File: config.mk
export PLATFORM = sky130hd
export DESIGN_NAME = uart_tx_fifo
export DESIGN_NICKNAME = d
export VERILOG_FILES = /design/src/rtl/uart_pkg.sv /design/src/rtl/sync_fifo_mem.sv /design/src/rtl/uart_tx_fifo.sv
export SDC_FILE = /design/constraint.sdc
export NUM_CORES = 1
export LEC_CHECK = 0
export BUFFER_PORTS_ARGS = -buffer_cell sky130_fd_sc_hd__buf_4
export CAP_MARGIN = 30
export CORE_MARGIN = 2
export CORE_UTILIZATION = 55
export DETAILED_ROUTE_END_ITERATION = 12
export GPL_ROUTABILITY_DRIVEN = 0
export PLACE_DENSITY = 0.73
export SLEW_MARGIN = 40
export SYNTH_ARGS = -nofsm -noshare
export SYNTH_HDL_FRONTEND = slang
export SYNTH_SLANG_ARGS = --single-unit
File: constraint.sdc
create_clock -name clk -period 7.2 [get_ports clk]
set_clock_uncertainty 0.15 [all_clocks]
set_input_delay 0.72 -clock clk [delete_from_list [all_inputs] [get_ports clk]]
set_output_delay 0.72 -clock clk [all_outputs]
set_load 0.01 [all_outputs]
File: src/rtl/uart_pkg.sv
// Shared constants and the drain-FSM state type for the uart transmit path.
package uart_pkg;

  localparam int BYTE_W               = 8;
  localparam int DEFAULT_DEPTH        = 16;
  localparam int DEFAULT_BUSY_TIMEOUT = 4;

  typedef enum logic [1:0] {
    IDLE      = 2'd0,
    LAUNCH    = 2'd1,
    WAIT_BUSY = 2'd2,
    WAIT_DONE = 2'd3
  } tx_state_e;

endpackage

File: src/rtl/sync_fifo_mem.sv
// Byte FIFO storage: wrapping read/write pointers with registered count/full/empty.
module sync_fifo_mem
  import uart_pkg::*;
#(
  parameter int DEPTH  = DEFAULT_DEPTH,
  parameter int ADDR_W = $clog2(DEPTH)
) (
  input  logic              clk,
  input  logic              reset,
  input  logic              push,
  input  logic [BYTE_W-1:0] wr_data,
  input  logic              pop,
  output logic [BYTE_W-1:0] rd_data,
  output logic              full,
  output logic              empty,
  output logic [ADDR_W:0]   count
);

  logic [BYTE_W-1:0] mem_q [DEPTH];
  logic [ADDR_W-1:0] wr_ptr_q, wr_ptr_d;
  logic [ADDR_W-1:0] rd_ptr_q, rd_ptr_d;
  logic [ADDR_W:0]   count_q, count_d;
  logic              full_q, full_d;
  logic              empty_q, empty_d;
  logic              do_push, do_pop;

  // Guards use the registered flags, so a push is judged on pre-edge fullness.
  always_comb begin
    do_push  = push && !full_q;
    do_pop   = pop && !empty_q;
    wr_ptr_d = wr_ptr_q;
    rd_ptr_d = rd_ptr_q;
    count_d  = count_q;
    if (do_push) wr_ptr_d = wr_ptr_q + ADDR_W'(1);
    if (do_pop)  rd_ptr_d = rd_ptr_q + ADDR_W'(1);
    case ({do_push, do_pop})
      2'b10:   count_d = count_q + (ADDR_W+1)'(1);
      2'b01:   count_d = count_q - (ADDR_W+1)'(1);
      default: count_d = count_q;
    endcase
    full_d  = (count_d == (ADDR_W+1)'(DEPTH));
    empty_d = (count_d == '0);
  end

  always_ff @(posedge clk or posedge reset) begin
    if (reset) begin
      wr_ptr_q <= '0;
      rd_ptr_q <= '0;
      count_q  <= '0;
      full_q   <= 1'b0;
      empty_q  <= 1'b1;
    end else begin
      wr_ptr_q <= wr_ptr_d;
      rd_ptr_q <= rd_ptr_d;
      count_q  <= count_d;
      full_q   <= full_d;
      empty_q  <= empty_d;
    end
  end

  always_ff @(posedge clk) begin
    if (do_push) mem_q[wr_ptr_q] <= wr_data;
  end

  assign rd_data = mem_q[rd_ptr_q];
  assign full    = full_q;
  assign empty   = empty_q;
  assign count   = count_q;

endmodule

File: src/rtl/uart_tx_fifo.sv
// Host-side byte buffer feeding the uart: valid/ready push side, busy-gated drain FSM.
module uart_tx_fifo
  import uart_pkg::*;
#(
  parameter int DEPTH        = DEFAULT_DEPTH,
  parameter int ADDR_W       = $clog2(DEPTH),
  parameter int BUSY_TIMEOUT = DEFAULT_BUSY_TIMEOUT
) (
  input  logic              clk,
  input  logic              reset,
  input  logic [BYTE_W-1:0] wr_data,
  input  logic              wr_valid,
  output logic              wr_ready,
  output logic [BYTE_W-1:0] uart_din,
  output logic              uart_wr_en,
  input  logic              uart_tx_busy,
  output logic              full,
  output logic              empty,
  output logic [ADDR_W:0]   count,
  output logic              overflow,
  output tx_state_e         dbg_state
);

  // Host handshake: a byte transfers on an edge where wr_valid && wr_ready.
  // wr_valid while full drops the byte and latches overflow until reset.

  localparam int TMO_W = $clog2(BUSY_TIMEOUT + 1);

  tx_state_e         state_q, state_d;
  logic [BYTE_W-1:0] din_q, din_d;
  logic              wr_en_q, wr_en_d;
  logic [TMO_W-1:0]  tmo_q, tmo_d;
  logic              overflow_q, overflow_d;
  logic              pop;
  logic [BYTE_W-1:0] rd_data;
  logic              fifo_full, fifo_empty;

  sync_fifo_mem #(
    .DEPTH  (DEPTH),
    .ADDR_W (ADDR_W)
  ) u_mem (
    .clk     (clk),
    .reset   (reset),
    .push    (wr_valid),
    .wr_data (wr_data),
    .pop     (pop),
    .rd_data (rd_data),
    .full    (fifo_full),
    .empty   (fifo_empty),
    .count   (count)
  );

  always_comb begin
    state_d    = state_q;
    din_d      = din_q;
    wr_en_d    = 1'b0;
    tmo_d      = tmo_q;
    pop        = 1'b0;
    overflow_d = overflow_q | (wr_valid & fifo_full);
    case (state_q)
      IDLE: begin
        if (!fifo_empty && !uart_tx_busy) begin
          pop     = 1'b1;
          din_d   = rd_data;
          wr_en_d = 1'b1;
          state_d = LAUNCH;
        end
      end
      LAUNCH: begin
        tmo_d   = '0;
        state_d = WAIT_BUSY;
      end
      WAIT_BUSY: begin
        // A uart that never raises busy is assumed to have taken the byte.
        if (uart_tx_busy) begin
          state_d = WAIT_DONE;
        end else begin
          tmo_d = tmo_q + TMO_W'(1);
          if (tmo_d == TMO_W'(BUSY_TIMEOUT)) state_d = IDLE;
        end
      end
      WAIT_DONE: begin
        if (!uart_tx_busy) state_d = IDLE;
      end
      default: state_d = IDLE;
    endcase
  end

  always_ff @(posedge clk or posedge reset) begin
    if (reset) begin
      state_q    <= IDLE;
      din_q      <= '0;
      wr_en_q    <= 1'b0;
      tmo_q      <= '0;
      overflow_q <= 1'b0;
    end else begin
      state_q    <= state_d;
      din_q      <= din_d;
      wr_en_q    <= wr_en_d;
      tmo_q      <= tmo_d;
      overflow_q <= overflow_d;
    end
  end

  assign wr_ready   = !fifo_full;
  assign full       = fifo_full;
  assign empty      = fifo_empty;
  assign uart_din   = din_q;
  assign uart_wr_en = wr_en_q;
  assign overflow   = overflow_q;
  assign dbg_state  = state_q;

endmodule

==> qor.txt <==
status: complete, no violations
maxcap violations: 0
final instance area: 7410 um^2
vias after detailed routing: 3183
minimum clock period: 3.05 ns
hold_buf cts: 0
area grow syn2layout: 14.9%
Die Area: 12600 um^2
synthesized area: 6450 um^2
HPWL after DPL: 7.33 mm
GR Overflow Total: 0
Placed Area: 6800 um^2
critical-path maximum fanout: 10
worst hold-check path type: primary input to asynchronous set/reset pin
buffers added on ports: 31
crit-path cells: nor2b_1 -> inv_1 -> nand2_2 -> xnor2_1 -> ha_1 -> nor3b_1 -> o211ai_1 -> a211oi_4 -> xor2_2 -> nor3b_2
postcts setup bufs: 0
vias in the first global route: 3359
Max stage delay cell, worst path: nor2b_1
ys flop type: edfxtp_1
first-pass GRT wire length: 18.2 mm
pre-CTS setup slack: 3.79 ns
Die Y: 112 um
Clock Path Buffers: 2
# diodes: 0
Mapped Nets: 381
fin nets: 417
switching power: 0.866 mW
Final setup viols: 0
Reg power frac: 43.9%
kind of critical path: flip-flop to flip-flop
CP Data Arrival Time: 3.25 ns
# clock sinks: 158
worst r2r dst: u_mem.full
Overall Global Routing Usage: 20.0%
DRC: 0
TritonCTS clock tree: built
VDD IR max: 0.281 mV
power share of the clock group: 30.1%
root buffer cell: clkbuf_16
worst slew pin tran: 0.777 ns
CTS Buf Count: 17
Comb pwr share: 26.1%
flop2flop setup slack: 4.15 ns
Worst R2R Path Depth: 10
post-synthesis sequential area ratio: 71.2%
Leak: 2.60 nW
layout cell share with drive strength beyond 1: 26.4%
most frequent cell after synthesis: edfxtp_1
mean post-synth cell area: 17.9 um^2
number of synthesized register bits: 158
drt total wl: 11.5 mm
Worst setup SP type: flip-flop
initial core utilization: 56.5%
slew margin rel.: 48.1%
Worst-path clk slew: 0.06 ns
Yosys cell types: 41
Core Area: 11400 um^2
Largest stage delay, worst path: 0.62 ns
htree depth: 4
fmax: 327 MHz
ranking of synthesized cells by area: edfxtp_1, dfrtp_1, mux4_2
Crit. End Element: flip-flop
RSZ-0062 raised after global routing: no
Top delay family on crit path: simple AND/OR/NAND/NOR gates
initial antenna violation count: 0
die width: 112 um
Hold Fails Final Rpt: 0
setup TNS: 0 ns
Avg WL per Cell: 20.8 um
Synth top area share: 59.6%
area leader, netlist: edfxtp_1
First-pass DRT Iterations: 5
largest net degree at the start of global routing: 36
clk_lat worst skew: 0.42 ns
P_int: 2.09 mW
sw frac: 29.3%
PD cells: 399 nW/um^2
IO Count: 32
Slew Viols, Final: 0
Cells after Synth: 360
worst flop-to-flop path startpoint: u_mem.full
WP data required: 7.40 ns
DR vias/cell: 5.77
Tcrit/Tclk final: 42.4%
std cell rows: 39
buffers and inverters on the worst path: 1
Post-synth EDFFs: 128
Detail Route Antenna Nets: 0
FFs w/ async S/R, synth: 19.0%
commonest cells in the netlist: edfxtp_1, mux4_2, dfrtp_1
yosys warns: 0
final worst slack: 4.15 ns
Starting DRT DRC Count: 256
post_cts resized: 0
Hold Worst Slack: 0.228 ns
## metal layers
layer	part of all wire [%]	vias to the layer above	track usage (%)
met3	6.0	13	5.94
met2	52	97	31.8
li1	-	1464	-
met1	41	1609	25.6
met5	0	-	0
met4	1.8	0	9.67
## cells in the final DEF (no fill, tap or decap), types with 5 or more instances in the layout
cell	count
buf_4	34
nor2_1	15
mux2i_1	16
clkbuf_8	5
o21ai_0	13
dfrtp_1	27
mux4_2	32
clkbuf_16	17
inv_1	11
a21oi_1	15
xnor2_1	13
nand2_1	12
edfxtp_1	128
ha_1	9
and2_1	16
## power groups by stage
stage / Clock, mW / Sequential (mW) / Combinational (mW)
6_report: 0.889 / 1.30 / 0.771
3_5_place_dp: 0 / 1.31 / 0.780
2_1_floorplan: 0 / 1.25 / 0.588
3_3_place_gp: 0 / 1.30 / 0.761
5_1_grt: 0.944 / 1.32 / 0.848
4_1_cts: 0.908 / 1.30 / 0.783
## cell type report
| class | count | area, um^2 |
|---|---|---|
| Timing Repair Buffer | 34 | 255 |
| Inverter | 12 | 57.6 |
| Fill cell | 779 | 4010 |
| Clock buffer | 23 | 498 |
| Clock inverter | 9 | 106 |
| Tap cell | 143 | 179 |
| Multi-Input combinational cell | 173 | 1710 |
| Sequential cell | 158 | 4600 |
## worst max path at each step
stage,startpoint,slack [ns],cells past startpoint,end
2_1_floorplan,uart_tx_busy,4.09,12,u_mem.full
4_1_cts,u_mem.full,4.14,10,u_mem.full
5_1_grt,u_mem.full,3.89,10,u_mem.full
3_3_place_gp,wr_valid,3.96,11,u_mem.full
6_report,u_mem.full,4.15,10,u_mem.full
3_5_place_dp,wr_valid,3.79,11,u_mem.full
## tightest hold or removal path, delay by kind of cell
kind	cells	cell delay, ns
buf+inv	3	0.49
## cells by family (layout without fill, tap and decap cells)
| logic type | Yosys count | count (layout) | share of synthesized area [%] |
|---|---|---|---|
| xor+xnor | 15 | 15 | 2.15 |
| mux | 48 | 48 | 13.7 |
| compound gates | 38 | 38 | 3.72 |
| flops | 158 | 158 | 71.2 |
| buf+inv | 29 | 78 | 2.19 |
| simple gates | 63 | 63 | 5.29 |
| fa+ha+maj | 9 | 9 | 1.75 |
## metrics by stage
step | cells | power, mW | util, %
after floorplan | 360 | 1.84 | -
after global placement | 520 | 2.07 | 59.6
after detailed placement | 520 | 2.09 | 59.6
after CTS | 552 | 2.99 | 64.9
after global routing | 552 | 3.11 | 64.9
final | 552 | 2.96 | 64.9
## state kept, by name (all words and copies together) (netlist names)
signal and cells:
u_mem.count 5, u_mem.rd_ptr_q 4, overflow 1, dbg_state 2, u_mem.empty 1, u_mem.wr_ptr_q 4, u_mem.full 1, uart_din 8
tmo_q 3, u_mem.mem_q 128, uart_wr_en 1
Power figures use the tool's default switching activity.
